## src/rtl/i2c_pkg.sv

```systemverilog
// Shared constants for the I2C slave receiver: state encoding,
// ACK/NACK bus levels and address width.
package i2c_pkg;

  localparam int unsigned I2C_ADDR_W = 7;

  localparam logic I2C_ACK  = 1'b0;
  localparam logic I2C_NACK = 1'b1;
  localparam logic I2C_WR   = 1'b0;

  localparam logic [2:0] ST_IDLE     = 3'd0;
  localparam logic [2:0] ST_ADDR     = 3'd1;
  localparam logic [2:0] ST_ADDR_ACK = 3'd2;
  localparam logic [2:0] ST_DATA     = 3'd3;
  localparam logic [2:0] ST_DATA_ACK = 3'd4;
  localparam logic [2:0] ST_IGNORE   = 3'd5;

  typedef enum logic [2:0] {
    IDLE     = ST_IDLE,
    ADDR     = ST_ADDR,
    ADDR_ACK = ST_ADDR_ACK,
    DATA     = ST_DATA,
    DATA_ACK = ST_DATA_ACK,
    IGNORE   = ST_IGNORE
  } i2c_state_e;

endpackage

```

## src/rtl/i2c_slave_rx_line_sync.sv

```systemverilog
// Two-flop synchronizer plus edge pulses for one I2C line.
// Optional 3-sample majority filter: I2C_SLAVE_GLITCH_FILTER_EN.
module i2c_line_sync (
  input  logic clk_i,
  input  logic rst_ni,
  input  logic line_i,
  output logic level_o,
  output logic rise_o,
  output logic fall_o
);

  logic s1_q, s2_q;

  always_ff @(posedge clk_i) begin
    if (!rst_ni) begin
      s1_q <= 1'b1;
      s2_q <= 1'b1;
    end else begin
      s1_q <= line_i;
      s2_q <= s1_q;
    end
  end

`ifdef I2C_SLAVE_GLITCH_FILTER_EN
  logic [1:0] h_q;
  logic       f_q, p_q, maj;

  // any single-sample excursion is outvoted by its two neighbours
  assign maj = (s2_q & h_q[0]) | (s2_q & h_q[1]) | (h_q[0] & h_q[1]);

  always_ff @(posedge clk_i) begin
    if (!rst_ni) begin
      h_q <= 2'b11;
      f_q <= 1'b1;
      p_q <= 1'b1;
    end else begin
      h_q <= {h_q[0], s2_q};
      f_q <= maj;
      p_q <= f_q;
    end
  end

  assign level_o = f_q;
  assign rise_o  = f_q & ~p_q;
  assign fall_o  = ~f_q & p_q;
`else
  logic d_q;

  always_ff @(posedge clk_i) begin
    if (!rst_ni) d_q <= 1'b1;
    else         d_q <= s2_q;
  end

  assign level_o = s2_q;
  assign rise_o  = s2_q & ~d_q;
  assign fall_o  = ~s2_q & d_q;
`endif

endmodule

```

## src/rtl/i2c_slave_rx.sv

```systemverilog
// Write-only I2C slave receiver with per-byte ACK/NACK and byte counter.
// Glitch filter on the line synchronizers: I2C_SLAVE_GLITCH_FILTER_EN.
module i2c_slave_rx
  import i2c_pkg::*;
#(
  parameter logic [I2C_ADDR_W-1:0] DEV_ADDR   = 7'h50,
  parameter int unsigned           BYTE_CNT_W = 8
) (
  input  logic                  clk,
  input  logic                  reset,
  input  logic                  scl,
  input  logic                  sda_in,
  input  logic                  rx_ready,
  output logic                  sda_oe,
  output logic [7:0]            data_out,
  output logic                  data_valid,
  output logic                  addr_match,
  output logic                  busy,
  output logic                  start_det,
  output logic                  stop_det,
  output logic [BYTE_CNT_W-1:0] byte_cnt
);

  logic scl_lvl, scl_rise, scl_fall;
  logic sda_lvl, sda_rise, sda_fall;

  i2c_line_sync u_scl (
    .clk_i  (clk),
    .rst_ni (reset),
    .line_i (scl),
    .level_o(scl_lvl),
    .rise_o (scl_rise),
    .fall_o (scl_fall)
  );

  i2c_line_sync u_sda (
    .clk_i  (clk),
    .rst_ni (reset),
    .line_i (sda_in),
    .level_o(sda_lvl),
    .rise_o (sda_rise),
    .fall_o (sda_fall)
  );

  i2c_state_e            state_q, state_d;
  logic [2:0]            bit_q, bit_d;
  logic [7:0]            shift_q, shift_d;
  logic [7:0]            data_q, data_d;
  logic                  oe_q, oe_d;
  logic                  valid_q, valid_d;
  logic                  am_q, am_d;
  logic                  busy_q, busy_d;
  logic                  start_q, start_d;
  logic                  stop_q, stop_d;
  logic [BYTE_CNT_W-1:0] cnt_q, cnt_d;

  always_ff @(posedge clk) begin
    if (!reset) begin
      state_q <= IDLE;
      bit_q   <= '0;
      shift_q <= '0;
      data_q  <= '0;
      oe_q    <= 1'b0;
      valid_q <= 1'b0;
      am_q    <= 1'b0;
      busy_q  <= 1'b0;
      start_q <= 1'b0;
      stop_q  <= 1'b0;
      cnt_q   <= '0;
    end else begin
      state_q <= state_d;
      bit_q   <= bit_d;
      shift_q <= shift_d;
      data_q  <= data_d;
      oe_q    <= oe_d;
      valid_q <= valid_d;
      am_q    <= am_d;
      busy_q  <= busy_d;
      start_q <= start_d;
      stop_q  <= stop_d;
      cnt_q   <= cnt_d;
    end
  end

  always_comb begin
    state_d = state_q;
    bit_d   = bit_q;
    shift_d = shift_q;
    data_d  = data_q;
    oe_d    = oe_q;
    valid_d = 1'b0;
    am_d    = am_q;
    busy_d  = busy_q;
    start_d = 1'b0;
    stop_d  = 1'b0;
    cnt_d   = cnt_q;
    // bus conditions win over any scl edge seen in the same cycle
    if (scl_lvl && sda_fall) begin
      start_d = 1'b1;
      busy_d  = 1'b1;
      am_d    = 1'b0;
      oe_d    = 1'b0;
      bit_d   = '0;
      cnt_d   = '0;
      state_d = ADDR;
    end else if (scl_lvl && sda_rise) begin
      stop_d  = 1'b1;
      busy_d  = 1'b0;
      am_d    = 1'b0;
      oe_d    = 1'b0;
      state_d = IDLE;
    end else begin
      unique case (state_q)
        ADDR, DATA: begin
          if (scl_rise) begin
            shift_d = {shift_q[6:0], sda_lvl};
            bit_d   = bit_q + 3'd1;
            if (bit_q == 3'd7 && state_q == ADDR) begin
              if (shift_d[7:1] == DEV_ADDR && shift_d[0] == I2C_WR)
                state_d = ADDR_ACK;
              else
                state_d = IGNORE;
            end else if (bit_q == 3'd7) begin
              data_d = shift_d;
              if (rx_ready) begin
                valid_d = 1'b1;
                if (cnt_q != '1) cnt_d = cnt_q + BYTE_CNT_W'(1);
                state_d = DATA_ACK;
              end else begin
                state_d = IGNORE;
              end
            end
          end
        end
        ADDR_ACK, DATA_ACK: begin
          // first fall drives ACK, second fall releases it
          if (scl_fall) begin
            if (!oe_q) begin
              oe_d = 1'b1;
              if (state_q == ADDR_ACK) am_d = 1'b1;
            end else begin
              oe_d    = 1'b0;
              bit_d   = '0;
              state_d = DATA;
            end
          end
        end
        IGNORE:  oe_d = 1'b0;
        default: ;
      endcase
    end
  end

  assign sda_oe     = oe_q;
  assign data_out   = data_q;
  assign data_valid = valid_q;
  assign addr_match = am_q;
  assign busy       = busy_q;
  assign start_det  = start_q;
  assign stop_det   = stop_q;
  assign byte_cnt   = cnt_q;

endmodule

```

## config.mk

```make
export PLATFORM = sky130hd
export DESIGN_NAME = i2c_slave_rx
export DESIGN_NICKNAME = d
export VERILOG_FILES = /design/src/rtl/i2c_pkg.sv /design/src/rtl/i2c_slave_rx_line_sync.sv /design/src/rtl/i2c_slave_rx.sv
export SDC_FILE = /design/constraint.sdc
export NUM_CORES = 1
export LEC_CHECK = 0
export ABC_AREA = 1
export BUFFER_PORTS_ARGS = -buffer_cell sky130_fd_sc_hd__clkbuf_2
export CAP_MARGIN = 10
export CORE_MARGIN = 2
export CORE_UTILIZATION = 55
export DETAILED_ROUTE_END_ITERATION = 12
export PLACE_DENSITY = 0.9
export RECOVER_POWER = 50
export SETUP_SLACK_MARGIN = 0.02
export SYNTH_ARGS = -nofsm -noshare
export SYNTH_HDL_FRONTEND = slang
export SYNTH_HIERARCHICAL = 1
export SYNTH_SLANG_ARGS = --single-unit
```

## constraint.sdc

```tcl
create_clock -name clk -period 3.8 [get_ports clk]
set_clock_uncertainty 0.1 [all_clocks]
set_input_delay 0 -clock clk [delete_from_list [all_inputs] [get_ports clk]]
set_output_delay 0 -clock clk [all_outputs]
set_load 0.01 [all_outputs]
```

==> results by group <==
Final layout
  • Area Growth Syn to Fin: 14.5%
  • Area of the multi-input gates: 828 um^2
  • Commonest non-fill, non-tap cells in the layout: 60 x nor2_1, 46 x nand2_1, 41 x dfxtp_1, 28 x inv_1, 24 x clkbuf_1
  • Util after Layout: 0.665
  • Commonest non-fill, non-tap cell in the layout: nor2_1
  • Final-stage net count: 288
  • Register Area: 821 um^2
  • Fillers: 288
  • Share of cells above drive strength 1: 0.0681
  • Ant. Diodes: 0

Global routing
  • Gr usage total: 0.205
  • Number of global-route vias before repair: 1432
  • Largest net degree at the start of global routing: 23
  • First-pass GRT wire length: 5.66 mm
  • Initial antenna violation count: 0
  • GRT overflow: 0

Job
  • Max Cap Viol: 0

Hold path
  • HP Class: reg2reg

CTS
  • Num CTS Buffers: 5
  • Clock Latency Late Sink: 0.34 ns
  • Clk buf depth: 2
  • Post-CTS Setup Bufs: 0
  • Root buffer cell: clkbuf_4
  • H-tree levels: 2
  • CTS tree: built
  • Clock slew at reported path FFs: 0.11 ns
  • CTS Hold Bufs: 6
  • Gates resized, CTS repair: 0
  • Num Clock Sinks: 41

Drt
  • Vias/cell: 4.92
  • Initial drt markers: 85
  • Detailed Routing Iterations Pass 1: 4
  • Post-Route WL: 3.34 mm
  • Wire per inst: 10.3 um
  • Final ANT Viol Nets: 0
  • Via count: 1588
  • Drc violations: 0

Synthesis
  • Yosys warnings: 6
  • Syn Inst Count: 242
  • Netlist cell types: 27
  • Yosys reg bits: 41
  • Post-Syn Nets: 251
  • Share of the yosys chip area belonging to registers: 0.463
  • Avg Inst Size Synth: 7.33 um^2
  • Post-Syn Area: 1770 um^2

Floorplan
  • I/O pin count: 27
  • Die Y: 60.8 um
  • Num rows: 20
  • Die Width: 60.8 um
  • Core area: 3050 um^2
  • Die ar.: 3690 um^2
  • Initial Utilization: 0.581

Critical path
  • Critical path data arrival time: 2.38 ns
  • Crit path required time: 3.99 ns
  • Startpoint types: input pin
  • CP Capture Type: flop
  • Maximum fanout along the worst path: 22
  • Kind of critical path: in2reg

STA
  • Max Clk Rate: 458 MHz
  • RSZ-0062 raised after global routing: false
  • Final hold violation count: 0
  • Setup TNS: 0 ns
  • Worst slew margin: 0.488
  • Final Slew Violations: 0
  • Worst slew pin tran: 0.768 ns
  • Final setup fails: 0
  • Min Tclk post-route: 2.18 ns
  • Crit share post-route: 0.575

Status
  • Status: finished, final reports clean

Power and ir drop
  • Switching power: 0.175 mW
  • P_int: 0.548 mW
  • Logic pwr share: 0.086
  • LEAKAGE: 0.922 nW
  • Switching portion of total power: 0.242
  • Peak VDD IR: 0.000236 V
  • Clock Power Share: 0.297
  • Seq pwr share: 0.617
  • Power per standard cell area: 356 nW/um^2

Placed design
  • Buffers on Ports: 26
  • Gpl congestion: 0.867
  • Final HPWL from detailed placement: 2.44 mm
==> layer usage <==
metal  global-route usage  wire, um  vias up
met5                    0         0        -
met4               0.0839        54        0
met3               0.0576       166        6
met2                0.344      1570       39
met1                0.249      1560      708
li1                     -         -      835
==> cell type report <==
cell class	instances	area share
Clock buffer	7	0.0271
Inverter	29	0.0536
Multi-Input combinational cell	170	0.408
Sequential cell	41	0.404
Tap cell	44	0.0271
Timing Repair Buffer	32	0.0795
==> through the flow <==
step           total power, mW  area (um^2)  hold WS [ns]  setup slack [ns]  instances
3_3_place_gp             0.512         1940        0.0678              1.85        310
4_1_cts                  0.726         2060         0.316              1.79        323
3_5_place_dp             0.514         1940        0.0735              1.81        310
6_report                 0.723         2030         0.312              1.62        323
5_1_grt                  0.758         2030         0.337              1.39        323
2_1_floorplan            0.498         1770       -0.0313              2.16        242
==> cells in the mapped netlist <==
library cell | instances | area [um^2]
o21a_1 | 1 | 7.51
nand3_4 | 1 | 17.5
nor2_1 | 60 | 225
inv_1 | 28 | 105
ha_1 | 4 | 50.1
clkbuf_1 | 1 | 3.75
nand3b_4 | 1 | 20.0
xnor2_1 | 1 | 8.76
nand4_1 | 2 | 12.5
nand2_2 | 1 | 6.26
or2_2 | 1 | 6.26
o21ai_0 | 18 | 90.1
clkinv_1 | 1 | 3.75
xor2_1 | 3 | 26.3
a31oi_1 | 2 | 12.5
nor3_1 | 3 | 15.0
dfxtp_1 | 41 | 821
a21oi_2 | 1 | 8.76
nor3_4 | 1 | 16.3
buf_6 | 1 | 11.3
and2_1 | 1 | 6.26
o21ai_2 | 1 | 8.76
nand3_2 | 1 | 10.0
a21oi_1 | 12 | 60.1
nor2_2 | 2 | 12.5
nand3_1 | 7 | 35.0
nand2_1 | 46 | 173
==> worst max-delay path, stage by stage <==
cell and delay, ns:
dlygate4sd3_1 0.53, clkbuf_1 0.58, inv_1 0.20, nor2_1 0.34
clkinv_1 0.36, a21oi_1 0.22, o21a_1 0.14
==> state kept, by name, indices dropped and copies added (netlist names) <==
signal	cells
u_scl/level_o	1
state_q	3
u_scl/d_q	1
u_scl/s1_q	1
start_det	1
bit_q	3
u_sda/d_q	1
data_out	8
addr_match	1
sda_oe	1
u_sda/s1_q	1
shift_q	7
byte_cnt	8
u_sda/level_o	1
stop_det	1
busy	1
data_valid	1
==> power groups by stage <==
stage	combinational (mW)	sequential (mW)	clock, mW
final	0.0624	0.446	0.215
after global routing	0.0719	0.448	0.238
after CTS	0.0627	0.446	0.217
after detailed placement	0.0579	0.456	0
after global placement	0.0561	0.456	0
after floorplan	0.0436	0.455	0
==> cells by family after synthesis <==
logic type / after synthesis / share of synthesized area
simple gates: 127 / 0.313
fa+ha+maj: 4 / 0.0282
flops: 41 / 0.463
compound gates: 35 / 0.106
buf+inv: 31 / 0.0699
xor+xnor: 4 / 0.0198
==> worst paths after layout <==
check                                 from            end  slack (ns)  depth (start not counted)
worst max-delay path                 reset    byte_cnt[0]        1.62                          7
worst max register to register    bit_q[0]    byte_cnt[3]        1.78                          9
worst min register to register  u_scl/s1_q  u_scl/level_o        0.31                          2
worst min-delay path            u_scl/s1_q  u_scl/level_o        0.31                          2
Note: power is estimated with default switching activity, not from simulation.
